**config.mk**
```make
export PLATFORM = sky130hd
export DESIGN_NAME = instr_type_decode_stage
export DESIGN_NICKNAME = d
export VERILOG_FILES = /design/src/rtl/core_pkg.sv /design/src/rtl/opcode_type_decode.sv /design/src/rtl/instr_type_decode_stage.sv
export SDC_FILE = /design/constraint.sdc
export NUM_CORES = 1
export LEC_CHECK = 0
export ABC_AREA = 1
export CAP_MARGIN = 20
export CORE_MARGIN = 5
export CORE_UTILIZATION = 53
export CTS_CLUSTER_DIAMETER = 150
export DETAILED_ROUTE_END_ITERATION = 16
export PLACE_DENSITY = 0.92
export SYNTH_ARGS = -nofsm -noshare
export SYNTH_HDL_FRONTEND = slang
export SYNTH_HIERARCHICAL = 1
export SYNTH_SLANG_ARGS = --single-unit
```
**constraint.sdc**
```tcl
create_clock -name clk_i -period 6.6 [get_ports clk_i]
set_input_delay 1.32 -clock clk_i [delete_from_list [all_inputs] [get_ports clk_i]]
set_output_delay 1.32 -clock clk_i [all_outputs]
set_load 0.02 [all_outputs]
```
**src/rtl/core_pkg.sv**
```systemverilog
// Shared decode definitions: RV32I base opcodes, instruction-type flags
// and the entry format carried through the decode stage.
package core_pkg;

    localparam logic [6:0] OPC_R      = 7'b0110011;
    localparam logic [6:0] OPC_I      = 7'b0010011;
    localparam logic [6:0] OPC_LOAD   = 7'b0000011;
    localparam logic [6:0] OPC_STORE  = 7'b0100011;
    localparam logic [6:0] OPC_BRANCH = 7'b1100011;
    localparam logic [6:0] OPC_JAL    = 7'b1101111;
    localparam logic [6:0] OPC_JALR   = 7'b1100111;
    localparam logic [6:0] OPC_LUI    = 7'b0110111;
    localparam logic [6:0] OPC_AUIPC  = 7'b0010111;

    typedef struct packed {
        logic r_type;
        logic i_type;
        logic store;
        logic load;
        logic branch;
        logic jal;
        logic jalr;
        logic lui;
        logic auipc;
        logic illegal;
    } instr_type_t;

    typedef struct packed {
        instr_type_t itype;
        logic [31:0] instr;
        logic [31:0] pc;
    } dec_entry_t;

endpackage

```
**src/rtl/opcode_type_decode.sv**
```systemverilog
// Combinational opcode-to-type decoder; exactly one flag is set for any opcode.
module opcode_type_decode
    import core_pkg::*;
(
    input  logic [6:0]  opcode,
    output instr_type_t itype
);

    always_comb begin
        itype = '0;
        unique case (opcode)
            OPC_R:      itype.r_type  = 1'b1;
            OPC_I:      itype.i_type  = 1'b1;
            OPC_LOAD:   itype.load    = 1'b1;
            OPC_STORE:  itype.store   = 1'b1;
            OPC_BRANCH: itype.branch  = 1'b1;
            OPC_JAL:    itype.jal     = 1'b1;
            OPC_JALR:   itype.jalr    = 1'b1;
            OPC_LUI:    itype.lui     = 1'b1;
            OPC_AUIPC:  itype.auipc   = 1'b1;
            default:    itype.illegal = 1'b1;
        endcase
    end

endmodule

```
**src/rtl/instr_type_decode_stage.sv**
```systemverilog
// Registered instruction-type decode stage with a 2-entry skid buffer
// between fetch and the ALU-op generator.
module instr_type_decode_stage
    import core_pkg::*;
(
    input  logic        clk_i,
    input  logic        rst_i,
    input  logic        instr_valid_i,
    output logic        instr_ready_o,
    input  logic [31:0] instr_i,
    input  logic [31:0] pc_i,
    input  logic        flush_i,
    output logic        out_valid_o,
    input  logic        out_ready_i,
    output logic        r_type_o,
    output logic        i_type_o,
    output logic        store_o,
    output logic        load_o,
    output logic        branch_o,
    output logic        jal_o,
    output logic        jalr_o,
    output logic        lui_o,
    output logic        auipc_o,
    output logic        illegal_o,
    output logic [31:0] instr_o,
    output logic [31:0] pc_o
);

    typedef enum logic [1:0] {
        EMPTY = 2'd0,
        FULL  = 2'd1,
        SKID  = 2'd2
    } state_t;

    state_t      state_q, state_d;
    dec_entry_t  main_q, main_d;
    dec_entry_t  skid_q, skid_d;
    dec_entry_t  new_entry;
    instr_type_t in_type;
    logic        main_valid, skid_valid;
    logic        in_hs, out_hs;

    opcode_type_decode u_dec (
        .opcode (instr_i[6:0]),
        .itype  (in_type)
    );

    assign new_entry  = '{itype: in_type, instr: instr_i, pc: pc_i};
    assign main_valid = (state_q != EMPTY);
    assign skid_valid = (state_q == SKID);

    assign instr_ready_o = ~skid_valid;
    assign out_valid_o   = main_valid;
    assign in_hs         = instr_valid_i & instr_ready_o;
    assign out_hs        = out_valid_o & out_ready_i;

    // Invalid entries are zeroed so the outputs read 0 straight from flops.
    always_comb begin
        state_d = state_q;
        main_d  = main_q;
        skid_d  = skid_q;
        if (flush_i) begin
            state_d = EMPTY;
            main_d  = '0;
            skid_d  = '0;
        end else begin
            unique case (state_q)
                EMPTY: begin
                    if (in_hs) begin
                        main_d  = new_entry;
                        state_d = FULL;
                    end
                end
                FULL: begin
                    if (in_hs && out_hs) begin
                        main_d = new_entry;
                    end else if (out_hs) begin
                        main_d  = '0;
                        state_d = EMPTY;
                    end else if (in_hs) begin
                        skid_d  = new_entry;
                        state_d = SKID;
                    end
                end
                SKID: begin
                    if (out_hs) begin
                        main_d  = skid_q;
                        skid_d  = '0;
                        state_d = FULL;
                    end
                end
                default: begin
                    state_d = EMPTY;
                    main_d  = '0;
                    skid_d  = '0;
                end
            endcase
        end
    end

    always_ff @(posedge clk_i or posedge rst_i) begin
        if (rst_i) begin
            state_q <= EMPTY;
            main_q  <= '0;
            skid_q  <= '0;
        end else begin
            state_q <= state_d;
            main_q  <= main_d;
            skid_q  <= skid_d;
        end
    end

    assign r_type_o  = main_q.itype.r_type;
    assign i_type_o  = main_q.itype.i_type;
    assign store_o   = main_q.itype.store;
    assign load_o    = main_q.itype.load;
    assign branch_o  = main_q.itype.branch;
    assign jal_o     = main_q.itype.jal;
    assign jalr_o    = main_q.itype.jalr;
    assign lui_o     = main_q.itype.lui;
    assign auipc_o   = main_q.itype.auipc;
    assign illegal_o = main_q.itype.illegal;
    assign instr_o   = main_q.instr;
    assign pc_o      = main_q.pc;

endmodule

```
-- Word-level counts from Yosys, hierarchy flattened
Cells that the tools add are included.
- add/subtract/negate cells: 0
- multiply operators: 0
- divide/modulo/power cells: 0
- order comparisons: 0
- equal/unequal tests: 19
- shift-type cells: 0
- muxes and demuxes: 27
- bitwise gates (word level): 3
- reductions and logical operators: 7
- operator list (operator ; count):
    two-way mux 74 bit ; 8
    case mux 74 bit (3 select lines) ; 2
    equality test 7 x 6 -> 1 bit, second input constant ; 3
    equality test 7 bit, second input constant ; 3
    equality test 7 x 5 -> 1 bit, second input constant ; 2
    two-way mux 2 bit ; 6
    inequality test 3 bit, second input constant ; 4
    two-way mux 1 bit ; 10
    OR reduction 9 bit ; 1
    inequality test 4 bit, second input constant ; 2
    equality test 7 x 2 -> 1 bit, second input constant ; 1
    case mux 2 bit (3 select lines) ; 1
    AND reduction 5 bit ; 1
    AND reduction 4 bit ; 1
    inequality test 3 x 2 -> 1 bit, second input constant ; 1
    AND reduction 3 bit ; 1
    bitwise AND 1 bit ; 2
    equality test 2 x 1 -> 1 bit, second input constant ; 1
    equality test 2 bit, second input constant ; 1
    zero test 2 bit ; 1
    inequality test 2 bit, second input constant ; 1
    nonzero test 2 bit ; 1
    logical AND 1 bit ; 1
    NOT 1 bit ; 1
- bits in registers: 150
- latch bits: 0
- bits in writable memories: 0
- memory bits (read-only): 0
- input port bits: 69
- logic and storage cells: 81
- memories: 0

-- Depth between registers and ports, before layout
Gate-level depths: netlist of run 1.
- word-level depth: 8
- gate-level depth with buffers: 10
- depth with buffers taken out: 10

-- Cells and area by module
Netlist of run 1, hierarchy kept.
- modules (own cells, without submodules) (module ; instances ; cells each ; area an instance (sq um)):
    instr_type_decode_stage ; 1 ; 1070 ; 7455.9
    opcode_type_decode ; 1 ; 33 ; 166.4

-- Worst setup path before layout of run 1
Ideal clock, no wire load.
- path kind: reg-to-output
- start point: reg state_q[0]
- end point: out instr_ready_o
- arrival time: 1096 ps
- data required time: 5280 ps
- slack: 4184 ps
- stages on the path, launching flop included: 5
- buffers on the path: 2
- path through: dfrtp_1 nor2_2 buf_2 buf_2 inv_1
- longest elaborated chain between the ends: 2
- ends and longest elaborated chain (what ; line ; RTL):
    from (decl) ; instr_type_decode_stage.sv:35 ; state_t state_q, state_d;
    from (signal assigned) ; instr_type_decode_stage.sv:107 ; state_q <= state_d;
    equality test 2 bit ; instr_type_decode_stage.sv:50 ; assign skid_valid = (state_q == SKID);
    NOT 1 bit ; instr_type_decode_stage.sv:52 ; assign instr_ready_o = ~skid_valid;
    to (decl) ; instr_type_decode_stage.sv:9 ; output logic instr_ready_o,
Every way passes these cells.

-- Final worst setup path of run 1
- start point: in out_ready_i
- end point: reg skid_q[61] (netlist name)
- longest elaborated chain between the ends: 4
- elaborated cells on any way between the ends: 6
- those cells by class: 3 x eq/ne; 1 x bitwise; 2 x reduce/logical
- ends and longest elaborated chain (what ; line ; RTL):
    from (decl) ; instr_type_decode_stage.sv:14 ; input logic out_ready_i,
    bitwise AND 1 bit (*) ; instr_type_decode_stage.sv:55 ; assign out_hs = out_valid_o & out_ready_i;
    logical AND 1 bit ; instr_type_decode_stage.sv:75 ; if (in_hs && out_hs) begin
    inequality test 3 bit (no source line) ; - ;
    AND reduction 5 bit (no source line) (*) ; - ;
    to (signal assigned) ; instr_type_decode_stage.sv:109 ; skid_q <= skid_d;
    to (decl) ; instr_type_decode_stage.sv:37 ; dec_entry_t skid_q, skid_d;
Every way passes the cells marked *; elsewhere a longest branch is shown, timed or not.
A chain may end at the register's enable or synchronous reset.

==> results of run 1 <==
[state kept, by name, indices dropped and copies added (netlist names)]
| signal | flops |
|---|---|
| auipc_o | 1 |
| jalr_o | 1 |
| jal_o | 1 |
| r_type_o | 1 |
| instr_o | 32 |
| skid_q | 74 |
| lui_o | 1 |
| load_o | 1 |
| state_q | 2 |
| pc_o | 32 |
| branch_o | 1 |
| i_type_o | 1 |
| illegal_o | 1 |
| store_o | 1 |
[worst reg2reg max path: stages, from the launching register on]
cell	delay, ps
dfrtp_1	460
nor2_1	240
nand2_1	80
o21ai_1	110
inv_2	60
nand2_2	440
buf_4	540
nand2_1	150
nand2_1	100
[routing by layer]
layer	global-route usage	vias up
met1	0.3160	3336
met2	0.3982	252
li1	-	3498
met3	0.04585	42
met5	0	-
met4	0.09658	0
[worst max-delay path by stage]
stage                 from    endpoint  slack [ps]  cells after the start
6_report       out_ready_i  skid_q[61]        3470                      8
4_1_cts        out_ready_i  skid_q[61]        3510                      8
3_5_place_dp   out_ready_i  skid_q[44]        3120                      8
3_3_place_gp       flush_i   skid_q[3]        3210                      9
5_1_grt            flush_i  skid_q[61]        3330                      9
2_1_floorplan        rst_i     auipc_o        1240                      1
[power breakdown]
part	leakage [nW]	switching (W)	internal (W)	total [W]
sequential	2.02	0.0000555	0.00101	0.00107
clock	0.322	0.000370	0.000696	0.00107
combinational	3.09	0.000352	0.000201	0.000553
[cell families after synthesis]
| logic type | Yosys count | synth area share |
|---|---|---|
| compound gates | 4 | 0.002625 |
| flops | 150 | 0.4924 |
| simple gates | 796 | 0.4123 |
| buf+inv | 153 | 0.09258 |
[cell type report]
class / count / area (um^2) / share of cell area
clock buffer: 21 / 470.5 / 0.04870
timing repair buffer: 153 / 1509 / 0.1562
multi-input combinational: 800 / 3188 / 0.3300
inverter: 89 / 339.1 / 0.03510
sequential: 150 / 3754 / 0.3886
tap: 180 / 225.2 / 0.02331
clock inverter: 10 / 175.2 / 0.01813
[cells in the mapped netlist]
library cell / count / area share
buf_2: 39 / 0.026
buf_4: 8 / 0.0079
buf_6: 7 / 0.010
clkbuf_1: 10 / 0.0049
dfrtp_1: 150 / 0.49
inv_1: 81 / 0.040
inv_2: 8 / 0.0039
nand2_1: 615 / 0.30
nand2_2: 2 / 0.0016
nand2_4: 1 / 0.0015
nand3_1: 79 / 0.052
nand3_2: 1 / 0.0013
nand4_1: 3 / 0.0025
nor2_1: 87 / 0.043
nor2_2: 6 / 0.0049
nor3_2: 1 / 0.0013
nor4_2: 1 / 0.0016
o21ai_0: 3 / 0.0020
o21ai_1: 1 / 0.00066
[through the flow]
| stage | std cells | hold WS (ps) |
|---|---|---|
| final | 1403 | 472.8 |
| after floorplan | 1103 | 442.2 |
| after CTS | 1403 | 472.9 |
| after detailed placement | 1372 | 458.3 |
| after global routing | 1403 | 487.4 |
| after global placement | 1372 | 453.3 |
==> key figures, run 1 <==
CTS
  • Total CTS buffers: 17
  • Worst skew pair latency: roughly 420 ps
  • Clk buf depth: 2
  • CTS Sinks: 150
  • Clock H-tree levels: 4
  • Clk slew on worst S/H paths: ~60 ps
  • CTS resizes: 0
  • CTS root buffer: clkbuf_16
  • CTS tree: yes
  • Post-CTS repair timing setup buffer count: 0
  • CTS hold repair buffers: 0

Critical path
  • Crit path buffers/inverters: 3
  • Crit end category: flop
  • RR Endpoint: skid_q[61]
  • CP Launch Type: primary input
  • Most frequent CP cell: nand2_1
  • Reg-to-Reg Start: state_q[0]
  • CP required: a little under 7000 ps
  • Crit path arrival time: 3490 ps
  • CP cell instances: clkdlybuf4s50_1 > nand2_1 > o21ai_1 > inv_2 > nand2_2 > buf_4 > nand2_1 > nand2_1
  • Critical path type: primary input to flop
  • Critical path's top delay family: buffers and inverters
  • Reg2Reg Depth: 8
  • R2r setup slk: 4350 ps
  • CP max stage delay: 560 ps
  • Crit-path max FO: 46
  • Slowest CP cell: clkdlybuf4s50_1

Route
  • Routed WL per cell: 14.00 um
  • DRC viols: 0
  • Initial drt markers: 802
  • Highest Signal Layer: met4
  • Via count: 7128
  • Antenna viol nets, final: 0
  • Via density: 5.081
  • Routed WL: around 20000 um
  • Met2 wire len: 9670 um
  • Drt pass-1 iters: 5
  • Met3 WL post-DR: about 1100 um
  • Met1 Routed Length: 8340 um

Min path
  • Hold Startpoint: skid_q[73]
  • Min-Delay Endpoint: skid_q[73]
  • Min-Delay Path Class: flop to flop
  • Worst hold stages: 2

Synth
  • Synthesized cell area: roughly 7600 um^2
  • Cell count after synthesis: 1103
  • Unique masters post-synth: 19
  • Mean post-synth cell area: roughly 7 um^2
  • Syn nets: 1172
  • Sequential-to-total area share from yosys stat: 0.4924
  • YS warnings: 6
  • FF+latch count, synth: 150

STA
  • Final setup skew: 7.486 ps
  • RSZ-0062 raised after global routing: false
  • Least-Margin Pin Slew: 873.9 ps
  • Max-slew violation count: 0
  • Setup-failing EPs final: 0
  • Peak Freq: 319.0 MHz
  • Setup_tns: 0 ps
  • Post-layout min period: around 3100 ps
  • Slew margin rel.: 0.4174
  • PnR worst setup slack: 3465 ps
  • Tcrit/Tclk final: 0.4750
  • Hold Vio Cnt, Final: 0

Die
  • Die area: 16880 um^2
  • Die Y: 129.9 um
  • Initial Util: 0.5449
  • Core region area: 13990 um^2
  • # IOs: 145
  • Die X: 129.9 um
  • Row count: 43

Global routing
  • Total gr overflow: 0
  • Vias in the first global route: 6708
  • Initial antenna violation count: 0
  • Total track usage: 0.2414
  • Largest net degree at the start of global routing: 100
  • First-pass GRT wire length: 32700 um

Cells and area
  • Share of cells above drive strength 1: 0.05478
  • # fillers: 1096
  • Final Cell Area: 9661 um^2
  • Antenna cells: 0
  • Commonest cells after routing, fill and taps aside: nand2_1, dfrtp_1, clkdlybuf4s50_1
  • Area grow syn2layout: 26.74%
  • Nets: 1280
  • Commonest non-fill, non-tap cell in the layout: nand2_1
  • Share of the core filled with cells: 0.6906

Place
  • Placed Area: ~9000 um^2
  • Gpl congestion: approximately 0.79
  • Port buffer count: 144
  • Worst slack, placed: around 3100 ps
  • DPL Wire Length: around 12000 um

Power and ir drop
  • Final Power: 0.002689 W
  • Cell area power density: 278.3 nW/um^2
  • VDD IR max: 0.1989 mV
  • Static Leak: 5.433 nW

Job
  • Max-cap violation count: 0

Status
  • Status: finished, final reports clean
Note: power is estimated with default switching activity, not from simulation.
==> run 2, diff against run 1 <==
- CORE_UTILIZATION: 53 -> 48
- PLACE_DENSITY: 0.92 -> 0.89
- clock period: 6.6 -> 2.84 ns (I/O delays scaled with it)
==> run 2 against run 1 <==
Net effect:
- power is 130% higher
- hold slack worse by 3.0 ps
- largest cell class unchanged
- global-route usage down 2.1 points
- combinational power grew 140%
- critical path type is now flop to output port
- core utilization fell by 6.9 points
- final cell count up 3.0%
- sequential cell count unchanged
- clock power up 110%
- register-to-register slack worse by 3300 ps
==> key figures, run 2 (synthesized netlist as in run 1, its figures left out) <==
Status
  • Status: finished, final reports clean (unchanged)

Global routing
  • Initial antenna violation count: 0 (unchanged)
  • M2 GR Usage: 0.3588 (was 0.3982)
  • Total gr overflow: 0 (unchanged)
  • Total track usage: 0.2207 (was 0.2414)
  • Largest net degree at the start of global routing: 78 (was 100)
  • Met3 Use GR: 0.04589 (was 0.04585)
  • Met1 Use GR: 0.2861 (was 0.3160)
  • Vias in the first global route: 6901 (was 6708)
  • First-pass GRT wire length: 33130 um (was 32700 um)
  • Global routing's busiest layer: met2 (unchanged)

Die
  • Die Y: 136.0 um (was 129.9 um)
  • Initial Util: 0.4851 (was 0.5449)
  • Die area: 18500 um^2 (was 16880 um^2)
  • Row count: 46 (was 43)
  • # IOs: 145 (unchanged)
  • Die X: 136.0 um (was 129.9 um)
  • Core region area: 15710 um^2 (was 13990 um^2)

CTS
  • CTS Sinks: 150 (unchanged)
  • Worst skew pair latency: 420 ps (about the same)
  • CTS root buffer: clkbuf_16 (unchanged)
  • Total CTS buffers: 17 (unchanged)
  • CTS hold repair buffers: 0 (unchanged)
  • Post-CTS repair timing setup buffer count: 0 (unchanged)
  • Clock H-tree levels: 4 (unchanged)
  • Clk buf depth: 2 (unchanged)
  • CTS resizes: 0 (unchanged)
  • CTS tree: yes (unchanged)
  • Clk slew on worst S/H paths: 60 ps (about the same)

Cells and area
  • Nets: 1285 (was 1280)
  • Max reg flops: 74 (unchanged)
  • Commonest cells after routing, fill and taps aside: nand2_1, dfrtp_1, clkdlybuf4s50_1 (unchanged)
  • Finished Layout Cells: 1445 (was 1403)
  • Commonest non-fill, non-tap cell in the layout: nand2_1 (unchanged)
  • Antenna cells: 0 (unchanged)
  • Share of cells above drive strength 1: 0.05858 (was 0.05478)
  • Most flops, register: skid_q (unchanged)
  • Area grow syn2layout: 28.17% (was 26.74%)
  • # fillers: 1405 (was 1096)

Power and ir drop
  • Internal: 0.004258 W (was 0.001911 W)
  • Final Power: 0.006073 W (was 0.002689 W)
  • Cell area power density: 621.6 nW/um^2 (was 278.3 nW/um^2)
  • VDD IR max: 0.4313 mV (was 0.1989 mV)
  • Clock Power Share: 0.375 (was 0.396)
  • Switching share of power: 0.2988 (was 0.2891)
  • Comb power frac: 0.216 (was 0.206)
  • Static Leak: 5.447 nW (was 5.433 nW)
  • Sequential Power Share: 0.410 (was 0.398)
  • Net Sw Power: 0.001815 W (was 0.0007773 W)

Min path
  • Hold Startpoint: skid_q[24] (was skid_q[73])
  • Worst hold stages: 2 (unchanged)
  • Min-Delay Path Class: flop to flop (unchanged)
  • Min-Delay Endpoint: skid_q[24] (was skid_q[73])

Critical path
  • Critical path type: flop to output port (was primary input to flop)
  • Crit end category: output port (was flop)
  • CP required: 2270 ps (was 6950 ps)
  • Crit. Startpoint: state_q[1] (was out_ready_i)
  • CP Launch Type: flop (was primary input)
  • Crit path arrival time: 1720 ps (was 3490 ps)
  • R2r setup slk: 1040 ps (was 4350 ps)
  • Crit-path max FO: 7 (was 46)
  • Reg-to-Reg Start: state_q[0] (unchanged)
  • RR Endpoint: instr_o[6] (was skid_q[61])
  • Reg2Reg Depth: 6 (was 8)

Place
  • DPL Wire Length: 11730 um (was 11620 um)
  • Gpl congestion: 0.7705 (was 0.7929)
  • Placed cells: 1413 (was 1372)
  • Port buffer count: 144 (unchanged)
  • Worst slack, placed: 677.8 ps (was 3118 ps)

Route
  • Routed WL per cell: 13.30 um (was 14.00 um)
  • Via density: 4.907 (was 5.081)
  • Drt pass-1 iters: 5 (unchanged)
  • DRC viols: 0 (unchanged)
  • Routed WL: 19230 um (was 19650 um)
  • Initial drt markers: 566 (was 802)
  • Antenna viol nets, final: 0 (unchanged)
  • Via count: 7090 (was 7128)

STA
  • PnR worst setup slack: 551.8 ps (was 3465 ps)
  • Setup_tns: 0 ps (unchanged)
  • Max-slew violation count: 0 (unchanged)
  • Post-layout min period: 2288 ps
  • Slew margin rel.: 0.4291 (was 0.4174)
  • Hold Vio Cnt, Final: 0 (unchanged)
  • Setup-failing EPs final: 0 (unchanged)
  • Final setup skew: 10.18 ps (was 7.486 ps)
  • Tcrit/Tclk final: 0.8057
  • Peak Freq: 437.0 MHz
  • Least-Margin Pin Slew: 856.3 ps (was 873.9 ps)
  • RSZ-0062 raised after global routing: false (unchanged)

Job
  • Max-cap violation count: 0 (unchanged)
run 2: changes by cell type in the layout (fill, tap and decap cells not counted):
cell	change
clkinvlp_4	+3
buf_4	-1
bufinv_16	-2
buf_12	+6
clkbuf_8	-2
clkbuf_1	+1
clkinv_2	-1
clkinv_4	+2
run 2: cell type report:
class | count | area (um^2) | area share
inverters | 89 | 337.8 | 0.03458
clock inverters | 12 | 151.4 | 0.01550
repair buffers | 158 | 1622 | 0.1660
well taps | 216 | 270.3 | 0.02766
clock buffers | 20 | 446.7 | 0.04572
flip-flops and latches | 150 | 3754 | 0.3842
multi-input cells | 800 | 3188 | 0.3263
run 2: power by group through the flow:
| stage | clock network [W] | logic (W) | registers [W] |
|---|---|---|---|
| after floorplan | 0 | 0.000679 | 0.00263 |
| after global placement | 0 | 0.00128 | 0.00251 |
| after detailed placement | 0 | 0.00131 | 0.00252 |
| after CTS | 0.00233 | 0.00132 | 0.00249 |
| after global routing | 0.00242 | 0.00145 | 0.00252 |
| final | 0.00227 | 0.00131 | 0.00249 |
run 2: worst max-delay path: stages (launching register included):
cell and delay, ps:
dfrtp_1 420, inv_2 150, nor2_4 50, inv_1 50
clkdlybuf4s50_1 630
run 2: worst max path at each step:
| stage | cells after the start | to | slack (ps) |
|---|---|---|---|
| 2_1_floorplan | 1 | auipc_o | 380 |
| 3_3_place_gp | 8 | instr_o[6] | 720 |
| 3_5_place_dp | 9 | skid_q[33] | 680 |
| 4_1_cts | 4 | instr_ready_o | 530 |
| 5_1_grt | 4 | instr_ready_o | 490 |
| 6_report | 4 | instr_ready_o | 550 |
run 2: metal layers:
metal  part of all wire  vias up
met2               0.48      234
li1                   -     3513
met3              0.061       37
met5                  0        -
met1               0.44     3306
met4              0.023        0
run 2: stage by stage:
stage	cell area, um^2	util	hold slack (ps)
final	9769	0.6218	469.8
after global routing	9769	0.6218	491.6
after CTS	9769	0.6218	472.6
after detailed placement	9171	0.5837	458.4
after global placement	9171	0.5837	453.2
after floorplan	7626	-	442.2
==> edit (settings of run 1) <==
Reset style: synchronous (`rst_i`), changed in one clocked block.
--- a/src/rtl/instr_type_decode_stage.sv
+++ b/src/rtl/instr_type_decode_stage.sv
@@ -100,3 +100,3 @@
 
-    always_ff @(posedge clk_i or posedge rst_i) begin
+    always_ff @(posedge clk_i) begin
         if (rst_i) begin
Function: changed (Yosys sat finds a counterexample within 4 cycles, from zero or initial values and one cycle with rst_i high; the reset may be asserted at any time).
==> edit against run 1 <==
Cell area shrank 3.3%; power decreased by 20%; wire length rose by 7.1%; sequential cell count unchanged; synthesized area shrank 3.9%; first-iteration DRC count grew 28%; worst setup slack lost 280 ps; global-route usage rose by 1.6 points; via count is 9.9% higher; largest power group unchanged.
==> edit: results (changes against run 1) <==
Status
  • Status: finished, final reports clean

Timing
  • Worst-Margin Slew: 833 ps (-40.4 ps)
  • Clk_skew: 7.55 ps (+0.0605 ps)

Yosys
  • Syn_nets: 1237 (+5.5%)
  • Synth area leaders: dfxtp_1 (41%), nand2_1 (19%), nor2_1 (7.7%), a21oi_1 (7.2%), o21ai_0 (7.2%)
  • Register area share after synthesis: 41.0% (-8.3 points)
  • Ys async rst share: 0% (-100 points)
  • Synth top cells by count: nand2_1 (363), nor2_1 (151), dfxtp_1 (150)
  • Post-synth EDFFs: 0 (unchanged)
  • Cell variety after synth: 22 (+3)
  • Ys flop type: dfxtp_1

Global route
  • Initial antenna violation count: 0 (unchanged)
  • Grt met1 use: 31.9% (+0.32 points)
  • Met3 usage: 5.31% (+0.72 points)
  • Global-route wire length before repair: 34.6 mm (+5.8%)
  • Vias in the first global route: 7329 (+9.3%)
  • Largest net degree at the start of global routing: 76 (-24%)
  • GRT Total Usage: 25.7% (+1.6 points)
  • Met2 usage: 43.2% (+3.3 points)

Critical path
  • CP max FO: 10 (-78%)
  • CP max stage delay: 650 ps (+90 ps)
  • Delay-heaviest family, CP: buffers and inverters
  • WP data arrival: 2100 ps (-1390 ps)

Placement
  • Post-DP Area: 8750 µm² (-3.0%)
  • Routability Congestion: 0.834 (+5.1%)
  • Place WS: 2500 ps (-621 ps)
  • IO Port Bufs: 144 (unchanged)
  • Hpwl dp: 12.5 mm (+7.2%)

Finish
  • NumNets Final: 1332 (+4.1%)
  • FILL cells: 1135 (+3.6%)
  • Max reg flops: 74 (unchanged)
  • Area Growth Syn to Fin: 27.5%
  • Layout cells sized above 1: 5.34% (-0.14 points)

Routing
  • Met2 WL: 9.98 mm (+3.2%)
  • Wl on met1: 8.72 mm (+4.6%)
  • DR WL met3: 1.72 mm (+55%)
  • Router iterations before antenna repair: 6 (+1)
  • Top Layer Used: met4
  • Detailed Route WL: 21.0 mm (+7.1%)
  • DR vias/cell: 5.39 (+6.1%)
  • Initial DRC count: 1030 (+28%)

Power
  • Switch share: 27.2% (-1.8 points)
  • Leakage: 3.81 nW (-30%)
  • Peak supply drop: 0.167 mV (-16%)

CTS
  • Max H-tree Level: 4 (unchanged)

Hold path
  • Worst hold-check path type: reg -> reg
-- edit: cell count changes in the layout (fill, tap and decap cells not counted), sizes merged, moves of 2 or more --
cell             run 1  this run
nand2              618       369
dfrtp              150         0
dfxtp                0       150
a21oi                0       107
o21ai                4       108
nor2                93       158
inv                 89       103
nand3               80        90
bufinv               5         0
buf                  9        11
clkinvlp             0         2
nand4                3         1
-- edit: cells by family (layout without fill, tap and decap cells) --
group	count (synthesis)	in the layout	share of synthesized area, %
buf+inv	182	288	9.96
simple gates	620	620	34.1
flops	150	150	41.0
compound gates	216	216	15.0
-- edit: stage by stage --
step	util (%)	cells
after global placement	63.8	1421
after CTS	67.6	1451
final	68.1	1454
after detailed placement	63.8	1421
after floorplan	-	1168
after global routing	68.1	1454
-- edit: power groups by stage --
stage | sequential, W | clock (W) | combinational (W)
floorplan | 0.000983 | 0 | 0.000168
global route | 0.000951 | 0.000920 | 0.000346
finish | 0.000949 | 0.000878 | 0.000314
CTS | 0.000948 | 0.000887 | 0.000307
detailed placement | 0.000968 | 0 | 0.000304
global placement | 0.000967 | 0 | 0.000298
-- edit: worst min-delay path: cells and delay by family (launching register included) --
family	cells	cell delay [ps]
flops	1	300
buf+inv	1	50
compound gates	1	50
-- edit: path summary, 6_finish.rpt --
kind / endpoint / startpoint / slack [ps] / cells after the start
hold reg to reg: skid_q[29] / skid_q[29] / 450 / 2
setup / recovery: instr_ready_o / state_q[0] / 3180 / 3
setup reg to reg: pc_o[5] / state_q[0] / 3660 / 9
hold / removal: skid_q[29] / skid_q[29] / 450 / 2
-- edit: final cells by class --
class	count	share of cell area [%]
Timing Repair Buffer	155	16.8
Clock buffer	22	5.08
Multi-Input combinational cell	836	38.9
Inverter	103	4.14
Clock inverter	8	0.563
Sequential cell	150	32.1
Tap cell	180	2.41
